**config.mk**
```make
export PLATFORM = sky130hd
export DESIGN_NAME = alarm_ctrl
export DESIGN_NICKNAME = d
export VERILOG_FILES = /design/src/rtl/watch_pkg.sv /design/src/rtl/bcd_wrap_inc.sv /design/src/rtl/alarm_ctrl.sv
export SDC_FILE = /design/constraint.sdc
export NUM_CORES = 1
export LEC_CHECK = 0
export ABC_CLOCK_PERIOD_IN_PS = 3300
export CAP_MARGIN = 5
export CORE_ASPECT_RATIO = 1.5
export CORE_MARGIN = 10
export CORE_UTILIZATION = 50
export DETAILED_ROUTE_END_ITERATION = 16
export PLACE_DENSITY = 0.73
export SKIP_LAST_GASP = 1
export SYNTH_ARGS = -nofsm -noshare
export SYNTH_HDL_FRONTEND = slang
export SYNTH_SLANG_ARGS = --single-unit
export TNS_END_PERCENT = 100
```
**constraint.sdc**
```tcl
create_clock -name CLOCK -period 3.3 [get_ports CLOCK]
set_input_delay 0.99 -clock CLOCK [delete_from_list [all_inputs] [get_ports CLOCK]]
set_output_delay 0.99 -clock CLOCK [all_outputs]
set_load 0.05 [all_outputs]
```
**src/rtl/watch_pkg.sv**
```systemverilog
// Shared types and constants for the watch alarm path: controller states,
// BCD field limits and the display blink-select codes.
package watch_pkg;

    typedef enum logic [2:0] {
        ST_DISARMED = 3'd0,
        ST_SET_HOUR = 3'd1,
        ST_SET_MIN  = 3'd2,
        ST_ARMED    = 3'd3,
        ST_RINGING  = 3'd4,
        ST_SNOOZE   = 3'd5
    } state_t;

    localparam logic [7:0] HOUR_MAX = 8'h23;
    localparam logic [7:0] MIN_MAX  = 8'h59;

    localparam logic [1:0] SETTING_NONE = 2'b00;
    localparam logic [1:0] SETTING_HOUR = 2'b01;
    localparam logic [1:0] SETTING_MIN  = 2'b10;

    function automatic logic [1:0] setting_code(input state_t st);
        case (st)
            ST_SET_HOUR: setting_code = SETTING_HOUR;
            ST_SET_MIN:  setting_code = SETTING_MIN;
            default:     setting_code = SETTING_NONE;
        endcase
    endfunction

    function automatic logic led_on(input state_t st);
        case (st)
            ST_ARMED, ST_RINGING, ST_SNOOZE: led_on = 1'b1;
            default:                         led_on = 1'b0;
        endcase
    endfunction

endpackage

```
**src/rtl/bcd_wrap_inc.sv**
```systemverilog
// Two-digit BCD increment that wraps to 0x00 once the value reaches MAX.
module bcd_wrap_inc
    import watch_pkg::*;
#(
    parameter logic [7:0] MAX = MIN_MAX
) (
    input  logic [7:0] value,
    output logic [7:0] next_value
);

    // Values at or past MAX wrap, so a corrupted register still recovers to 0x00.
    always_comb begin
        next_value = 8'h00;
        if (value >= MAX) begin
            next_value = 8'h00;
        end else if (value[3:0] >= 4'h9) begin
            next_value = {value[7:4] + 4'h1, 4'h0};
        end else begin
            next_value = {value[7:4], value[3:0] + 4'h1};
        end
    end

endmodule

```
**src/rtl/alarm_ctrl.sv**
```systemverilog
// Alarm and buzzer controller: holds the user alarm time, matches it against
// the running BCD time, and drives the ring/snooze/chime tone.
module alarm_ctrl
    import watch_pkg::*;
#(
    parameter int RING_SECONDS   = 60,
    parameter int SNOOZE_SECONDS = 300,
    parameter int CHIME_MS       = 200
) (
    input  logic       CLOCK,
    input  logic       RESET,
    input  logic       TICK_1HZ,
    input  logic       TICK_1KHZ,
    input  logic [7:0] HOUR,
    input  logic [7:0] MINUTE,
    input  logic [7:0] SECOND,
    input  logic       KEY_MODE,
    input  logic       KEY_UP,
    input  logic       KEY_OK,
    input  logic       CHIME,
    output logic       BUZZER,
    output logic [7:0] ALARM_HOUR,
    output logic [7:0] ALARM_MINUTE,
    output logic       ALARM_LED,
    output logic [1:0] SETTING
);

    localparam int RING_W  = $clog2(RING_SECONDS + 1);
    localparam int SNZ_W   = $clog2(SNOOZE_SECONDS + 1);
    localparam int CHIME_W = $clog2(CHIME_MS + 1);

    state_t             state_r, state_nxt_s;
    logic [7:0]         alarm_hour_r, alarm_min_r, hour_inc_s, min_inc_s;
    logic [RING_W-1:0]  ring_cnt_r;
    logic [SNZ_W-1:0]   snz_cnt_r;
    logic [CHIME_W-1:0] chime_cnt_r;
    logic               match_s, match_q_r, trig_s;
    logic               chime_meta_r, chime_sync_r, chime_prev_r, chime_rise_s;
    logic               tone_r, led_r;
    logic [1:0]         setting_r;
    logic               key_ok_s, key_mode_s, key_up_s;
    logic               ring_done_s, snz_done_s, ring_enter_s, ring_stay_s;

    bcd_wrap_inc #(.MAX(HOUR_MAX)) u_hour_inc (.value(alarm_hour_r), .next_value(hour_inc_s));
    bcd_wrap_inc #(.MAX(MIN_MAX))  u_min_inc  (.value(alarm_min_r),  .next_value(min_inc_s));

    // Only the highest-priority key of a coincident group acts.
    assign key_ok_s   = KEY_OK;
    assign key_mode_s = KEY_MODE & ~KEY_OK;
    assign key_up_s   = KEY_UP & ~KEY_MODE & ~KEY_OK;

    assign match_s      = (HOUR == alarm_hour_r) && (MINUTE == alarm_min_r) && (SECOND == 8'h00);
    assign trig_s       = match_s & ~match_q_r;
    assign chime_rise_s = chime_sync_r & ~chime_prev_r;
    assign ring_done_s  = (ring_cnt_r == RING_W'(RING_SECONDS - 1));
    assign snz_done_s   = (snz_cnt_r == SNZ_W'(SNOOZE_SECONDS - 1));
    assign ring_enter_s = (state_nxt_s == ST_RINGING) && (state_r != ST_RINGING);
    assign ring_stay_s  = (state_nxt_s == ST_RINGING) && (state_r == ST_RINGING);

    // Next-state decode; keys take precedence over time events.
    always_comb begin
        state_nxt_s = state_r;
        case (state_r)
            ST_DISARMED: begin
                if (key_ok_s)        state_nxt_s = ST_ARMED;
                else if (key_mode_s) state_nxt_s = ST_SET_HOUR;
                else                 state_nxt_s = state_r;
            end
            ST_SET_HOUR: begin
                if (key_ok_s)        state_nxt_s = ST_ARMED;
                else if (key_mode_s) state_nxt_s = ST_SET_MIN;
                else                 state_nxt_s = state_r;
            end
            ST_SET_MIN: begin
                if (key_ok_s || key_mode_s) state_nxt_s = ST_ARMED;
                else                        state_nxt_s = state_r;
            end
            ST_ARMED: begin
                if (key_ok_s)        state_nxt_s = ST_DISARMED;
                else if (key_mode_s) state_nxt_s = ST_SET_HOUR;
                else if (trig_s)     state_nxt_s = ST_RINGING;
                else                 state_nxt_s = state_r;
            end
            ST_RINGING: begin
                if (key_ok_s)                      state_nxt_s = ST_ARMED;
                else if (key_up_s)                 state_nxt_s = ST_SNOOZE;
                else if (TICK_1HZ && ring_done_s)  state_nxt_s = ST_ARMED;
                else                               state_nxt_s = state_r;
            end
            ST_SNOOZE: begin
                if (key_ok_s)                     state_nxt_s = ST_ARMED;
                else if (TICK_1HZ && snz_done_s)  state_nxt_s = ST_RINGING;
                else                              state_nxt_s = state_r;
            end
            default: state_nxt_s = ST_DISARMED;
        endcase
    end

    // State, alarm time, ring/snooze counters and registered status outputs.
    always_ff @(posedge CLOCK or negedge RESET) begin
        if (!RESET) begin
            state_r      <= ST_DISARMED;
            alarm_hour_r <= 8'h00;
            alarm_min_r  <= 8'h00;
            ring_cnt_r   <= {RING_W{1'b0}};
            snz_cnt_r    <= {SNZ_W{1'b0}};
            match_q_r    <= 1'b0;
            setting_r    <= SETTING_NONE;
            led_r        <= 1'b0;
        end else begin
            state_r   <= state_nxt_s;
            match_q_r <= match_s;
            setting_r <= setting_code(state_nxt_s);
            led_r     <= led_on(state_nxt_s);

            if (state_r == ST_SET_HOUR && key_up_s) alarm_hour_r <= hour_inc_s;
            else                                    alarm_hour_r <= alarm_hour_r;

            if (state_r == ST_SET_MIN && key_up_s) alarm_min_r <= min_inc_s;
            else                                   alarm_min_r <= alarm_min_r;

            if (ring_enter_s)                 ring_cnt_r <= {RING_W{1'b0}};
            else if (ring_stay_s && TICK_1HZ) ring_cnt_r <= ring_cnt_r + RING_W'(1);
            else                              ring_cnt_r <= ring_cnt_r;

            if (state_nxt_s == ST_SNOOZE && state_r != ST_SNOOZE)
                snz_cnt_r <= {SNZ_W{1'b0}};
            else if (state_r == ST_SNOOZE && TICK_1HZ && !snz_done_s)
                snz_cnt_r <= snz_cnt_r + SNZ_W'(1);
            else
                snz_cnt_r <= snz_cnt_r;
        end
    end

    // CHIME synchroniser, chime length counter and the tone flop.
    always_ff @(posedge CLOCK or negedge RESET) begin
        if (!RESET) begin
            chime_meta_r <= 1'b0;
            chime_sync_r <= 1'b0;
            chime_prev_r <= 1'b0;
            chime_cnt_r  <= {CHIME_W{1'b0}};
            tone_r       <= 1'b0;
        end else begin
            chime_meta_r <= CHIME;
            chime_sync_r <= chime_meta_r;
            chime_prev_r <= chime_sync_r;

            if (ring_enter_s)
                chime_cnt_r <= {CHIME_W{1'b0}};
            else if (chime_rise_s && state_r != ST_RINGING)
                chime_cnt_r <= CHIME_W'(CHIME_MS);
            else if (chime_cnt_r != {CHIME_W{1'b0}} && TICK_1KHZ)
                chime_cnt_r <= chime_cnt_r - CHIME_W'(1);
            else
                chime_cnt_r <= chime_cnt_r;

            // Beep only on even ring seconds; the entry cycle itself stays silent.
            if (ring_stay_s) begin
                if (ring_cnt_r[0])  tone_r <= 1'b0;
                else if (TICK_1KHZ) tone_r <= ~tone_r;
                else                tone_r <= tone_r;
            end else if (ring_enter_s || state_r == ST_RINGING || chime_cnt_r == {CHIME_W{1'b0}}) begin
                tone_r <= 1'b0;
            end else if (TICK_1KHZ) begin
                tone_r <= ~tone_r;
            end else begin
                tone_r <= tone_r;
            end
        end
    end

    assign BUZZER       = tone_r;
    assign ALARM_HOUR   = alarm_hour_r;
    assign ALARM_MINUTE = alarm_min_r;
    assign ALARM_LED    = led_r;
    assign SETTING      = setting_r;

endmodule

```
Yosys cells after proc, flatten, opt, wreduce, memory -nomap -nowiden
Cells that the tools add are included.

word-level totals
  flip-flop bits (word level) = 50
  input port bits = 32
  output and inout bits = 20
  logic and storage cells = 113

operators by class
  add/sub/neg operators = 7
  magnitude comparators = 4
  eq/ne operators = 16
  multiplexer cells = 31
  bitwise gates (word level) = 10
  reductions and logical operators = 30

operator list
  operator                                             count
  2-to-1 mux 8 bit                                     7
  2-to-1 mux 3 bit                                     13
  2-to-1 mux 9 bit                                     2
  one-hot mux 3 bit (6 select lines)                   1
  adder 4 x 1 -> 4 bit, second input constant          4
  == test 8 bit                                        2
  zero test 8 bit                                      2
  logical AND 1 bit                                    14
  == test 3 x 2 -> 1 bit, second input constant        4
  == test 3 bit, second input constant                 4
  2-to-1 mux 6 bit                                     2
  adder 9 x 1 -> 9 bit, second input constant          1
  == test 9 bit, second input constant                 1
  >= comparator 4 bit, second input constant           2
  >= comparator 8 x 6 -> 1 bit, second input constant  1
  >= comparator 8 x 7 -> 1 bit, second input constant  1
  nonzero test 2 bit                                   4
  nonzero test 8 bit                                   1
  subtractor 8 x 1 -> 8 bit, second input constant     1
  adder 6 x 1 -> 6 bit, second input constant          1
  == test 3 x 1 -> 1 bit, second input constant        2
  == test 6 bit, second input constant                 1
  != test 3 bit, second input constant                 2
  AND 1 bit                                            5
  9 further kinds                                      20

Depth between registers and ports, before layout
  depth in word-level cells = 14
  mapped depth = 10

Modules after synthesis
From an unflattened synthesis, not the netlist that was laid out.

unflattened totals
  cell total of the unflattened synthesis = 312
  area total of the unflattened synthesis = 3099.2 um2

modules (own cells, without submodules)
  module                     times used  cells each  area an instance (um2)
  alarm_ctrl                 1           249         2652.5
  bcd_wrap_inc (u_min_inc)   1           33          244.0
  bcd_wrap_inc (u_hour_inc)  1           30          202.7

Worst setup path after synthesis
OpenSTA, ideal clock, no wires.

  path kind = in2reg
  from = in SECOND[5]
  to = reg ring_cnt_r[5]
  setup time = 0.110 ns
  data arrival time = 2.931 ns
  data required time = 3.190 ns
  slack = 0.259 ns
  cell stages on the path = 8
  buffers on the path = 2
  path through = nor4_2 -> nand4_1 -> or3_4 -> o41a_1 -> buf_6 -> or3_1 -> buf_2 -> o41ai_1

between the ends
  cells in the longest elaborated chain, start to end = 11
  elaborated cells between the ends (all ways) = 13
  those cells by class = eq/ne (1); mux (5); bitwise (1); reduce/logical (6)

RTL lines
  item                                  line                                text
  start: declaration                    alarm_ctrl.sv:16                    input logic [7:0] SECOND,
  zero test 8 bit *                     alarm_ctrl.sv:52                    assign match_s = (HOUR == alarm_hour_r) && (MINUTE == alarm_min_r) && (SECOND == 8'h00);
  logical AND 1 bit *                   alarm_ctrl.sv:52
  AND 1 bit *                           alarm_ctrl.sv:53                    assign trig_s = match_s & ~match_q_r;
  2-to-1 mux 3 bit *                    alarm_ctrl.sv:81                    else if (trig_s) state_nxt_s = ST_RINGING;
  2-to-1 mux 3 bit *                    alarm_ctrl.sv:80                    else if (key_mode_s) state_nxt_s = ST_SET_HOUR;
  2-to-1 mux 3 bit *                    alarm_ctrl.sv:79                    if (key_ok_s) state_nxt_s = ST_DISARMED;
  one-hot mux 3 bit (6 select lines) *  alarm_ctrl.sv:63                    case (state_r)
  == test 3 bit *                       alarm_ctrl.sv:57, alarm_ctrl.sv:58
  logical AND 1 bit                     alarm_ctrl.sv:58                    assign ring_stay_s = (state_nxt_s == ST_RINGING) && (state_r == ST_RINGING);
  logical AND 1 bit                     alarm_ctrl.sv:123                   else if (ring_stay_s && TICK_1HZ) ring_cnt_r <= ring_cnt_r + RING_W'(1);
  nonzero test 2 bit (no line)          --
  end signal: assignment                alarm_ctrl.sv:122                   if (ring_enter_s) ring_cnt_r <= {RING_W{1'b0}};
  end signal: assignment                alarm_ctrl.sv:123
  end signal: assignment                alarm_ctrl.sv:124                   else ring_cnt_r <= ring_cnt_r;
  end: declaration                      alarm_ctrl.sv:34                    logic [RING_W-1:0] ring_cnt_r;

Mark *: on every way between the ends. The rest lies on a longest branch, timed or not.
A chain may end at the register's enable or synchronous reset.

Final worst setup path
  from = in SECOND[5]
  to = reg ring_cnt_r[4]

The elaborated chain is that of the path after synthesis.

==> impl_metrics.env <==
export IMPL_clkSinkCount=50
export IMPL_ctsResizeCount=0
export IMPL_io_pin_count=52
export IMPL_period_share=0.9334
export IMPL_globalplace_congestion=0.8132
export IMPL_cts_root_buf="clkbuf_8"
export IMPL_grt_pass1_wl_microns=11320
export IMPL_r2r_end="ring_cnt_r[4]"
export IMPL_die_area_sq_mm=0.009319
export IMPL_crit_buf_inv=1
export IMPL_final_cells=435
export IMPL_p_total_mw=2.323
export IMPL_hold_viol=0
export IMPL_ys_flop_type="dfrtp_1"
export IMPL_synth_cells=302
export IMPL_relSlewSlack=0.4718
export IMPL_cts_path_max_buffers=2
export IMPL_rsz0062_at_grt="false"
export IMPL_hold_end="chime_sync_r"
export IMPL_cts_made_buffers=5
export IMPL_grt_max_degree=33
export IMPL_clkLatencyLatePin_ns=0.30
export IMPL_fin_ws_ns=0.2199
export IMPL_yosysWarnings=0
export IMPL_antenna_found_initial=0
export IMPL_dp_cells=427
export IMPL_power_leakage_nw=1.554
export IMPL_crit_top_cell="or3_4"
export IMPL_yosysSeqAreaShare=0.4308
export IMPL_routedWlPerCell_microns=15.68
export IMPL_cp_slowest_cell="clkdlybuf4s50_1"
export IMPL_antenna_diode_count=0
export IMPL_crit_path_cell_trace="clkdlybuf4s50_1, nor4_2, nand4_1, or3_4, o41a_1, or3_4, o41ai_1"
export IMPL_synth_nets=348
export IMPL_rows=33
export IMPL_final_cell_mix="dfrtp_1 (50), clkdlybuf4s50_1 (50), nor2_1 (24)"
export IMPL_critPathKind="in -> reg"
export IMPL_powerDensity_mw_per_mm2=634.2
export IMPL_first_global_vias=2502
export IMPL_vias_per_cell=5.595
export IMPL_critical_path_top_delay_family="simple AND/OR/NAND/NOR gates"
export IMPL_reg2regPathDepth=6
export IMPL_wl_microns=6822
export IMPL_crit_fanout=7
export IMPL_fmax_ghz=0.3247
export IMPL_ir_worst_vdd_uv=408.6
export IMPL_pre_cts_slack_ns=-0.1854
export IMPL_ys_types=47
export IMPL_tightestPinTransition_ns=0.7837
export IMPL_worstPathRequired_ns=3.50
export IMPL_ys_async_sr_fraction=1.000
export IMPL_fin_setup_tns_ns=0
export IMPL_htreeDepth=2
export IMPL_drive_above_1_share=0.08493
export IMPL_min_path_type="reg -> reg"
export IMPL_holdCritStartpoint="chime_meta_r"
export IMPL_final_nets=410
export IMPL_drtAntennaViolNets=0
export IMPL_regToRegStartpoint="ALARM_MINUTE[5]"
export IMPL_drt_iter0_drc=97
export IMPL_hold_depth=0
export IMPL_drv_slew=0
export IMPL_post_route_min_period_ns=3.080
export IMPL_postCtsHoldBufs=0
export IMPL_cp_start_kind="primary input"
export IMPL_reg2reg_slack_ns=0.88
export IMPL_cap_violations=0
export IMPL_num_vias=2434
export IMPL_worstPathArrival_ns=3.28
export IMPL_outcome="finished, final reports clean"
export IMPL_die_w_microns=82.23
export IMPL_clk_pin_slew_ns=0.08
export IMPL_dieHeight_microns=113.3
export IMPL_coreArea_sq_mm=0.005574
export IMPL_gr_total_overflow=0
export IMPL_cts_tree="done"
export IMPL_syn_avg_cell_area_sq_um=9.616
export IMPL_cts_setup_buffers=0
export IMPL_area_growth_pct=26.15
export IMPL_port_buffers=51
export IMPL_dp_hpwl_microns=5255
export IMPL_synth_edf_count=0
export IMPL_grt_use_total=0.1505
export IMPL_setup_viol=0
export IMPL_post_route_util=0.6572
export IMPL_crit_path_max_incr_delay_ns=0.41
export IMPL_start_util=0.5210
export IMPL_syn_area_sq_mm=0.002904
export IMPL_skew_ns=0.009696
export IMPL_first_pass_iters=4
export IMPL_synth_ff_latch_count=50
export IMPL_drc_errors=0
export IMPL_endpoint_kind="register"
## state kept, by name, indices dropped and copies added, names as in the netlist, 2 cells and up
name          count
snz_cnt_r         9
ALARM_HOUR        8
chime_cnt_r       8
ring_cnt_r        6
SETTING           2
state_r           3
ALARM_MINUTE      8
## worst register-to-register path, delay by kind of cell (launching register included)
kind,cells,cell delay (ns)
AND/OR/NAND/NOR,3,0.88
XOR/XNOR,1,0.19
AO/OA/AOI/OAI,2,0.79
flip-flops,1,0.47
## layer usage
metal	global-route usage	vias to the layer above	share of wire
met5	0	-	0
met4	0.04442	0	0.011
met3	0.04596	5	0.070
met2	0.2624	55	0.51
met1	0.1676	1156	0.41
li1	-	1218	-
## Yosys cell counts, drive strengths merged (6+ instances only)
cell	n	area, sq um
nor2	24	90.09
nand2	20	75.07
nand2b	6	37.54
o41ai	10	95.10
o21ai	20	100.1
dfrtp	50	1251
nor3	11	55.05
ha	14	175.2
or3	8	55.05
nand3	15	75.07
nor4	10	81.33
a21oi	9	45.04
xor2	18	157.7
inv	16	60.06
clkbuf	7	26.28
xnor2	14	122.6
## cell families after synthesis
| family | Yosys count | share of synthesized area |
|---|---|---|
| AND/OR/NAND/NOR | 120 | 0.2240 |
| adder cells (fa/ha/maj) | 14 | 0.06032 |
| AO/OA/AOI/OAI | 58 | 0.1422 |
| multiplexers | 3 | 0.01077 |
| XOR/XNOR | 32 | 0.09651 |
| flip-flops | 50 | 0.4308 |
| buffers and inverters | 25 | 0.03533 |
## through the flow
stage	hold WS, ns	instance area [sq um]
floorplan	0.3312	2904
global placement	0.3353	3552
detailed placement	0.3379	3552
CTS	0.3629	3659
global route	0.3908	3664
finish	0.3569	3664
## area by class of cell
class | count | area, sq um
fill | 467 | 1911
multi-input combinational | 227 | 1555
sequential | 50 | 1251
timing repair buffer | 64 | 603.1
tap | 70 | 87.58
clock buffer | 7 | 76.32
inverter | 16 | 60.06
clock inverter | 1 | 30.03
## how the worst max path moves through the flow
stage | from | end | slack [ns] | depth (start not counted)
floorplan | SECOND[5] | ring_cnt_r[5] | 0.26 | 8
global placement | SECOND[5] | ring_cnt_r[5] | -0.14 | 7
detailed placement | SECOND[1] | ring_cnt_r[5] | -0.19 | 7
CTS | SECOND[1] | ring_cnt_r[4] | 0.16 | 7
global route | SECOND[5] | ring_cnt_r[4] | 0.05 | 7
finish | SECOND[5] | ring_cnt_r[4] | 0.22 | 7
## power by group
part	switching [mW]	internal, mW
registers	0.170	0.735
logic	0.606	0.391
clock network	0.195	0.227
total	0.970	1.35
No activity file was read; power rests on OpenSTA's default activity.
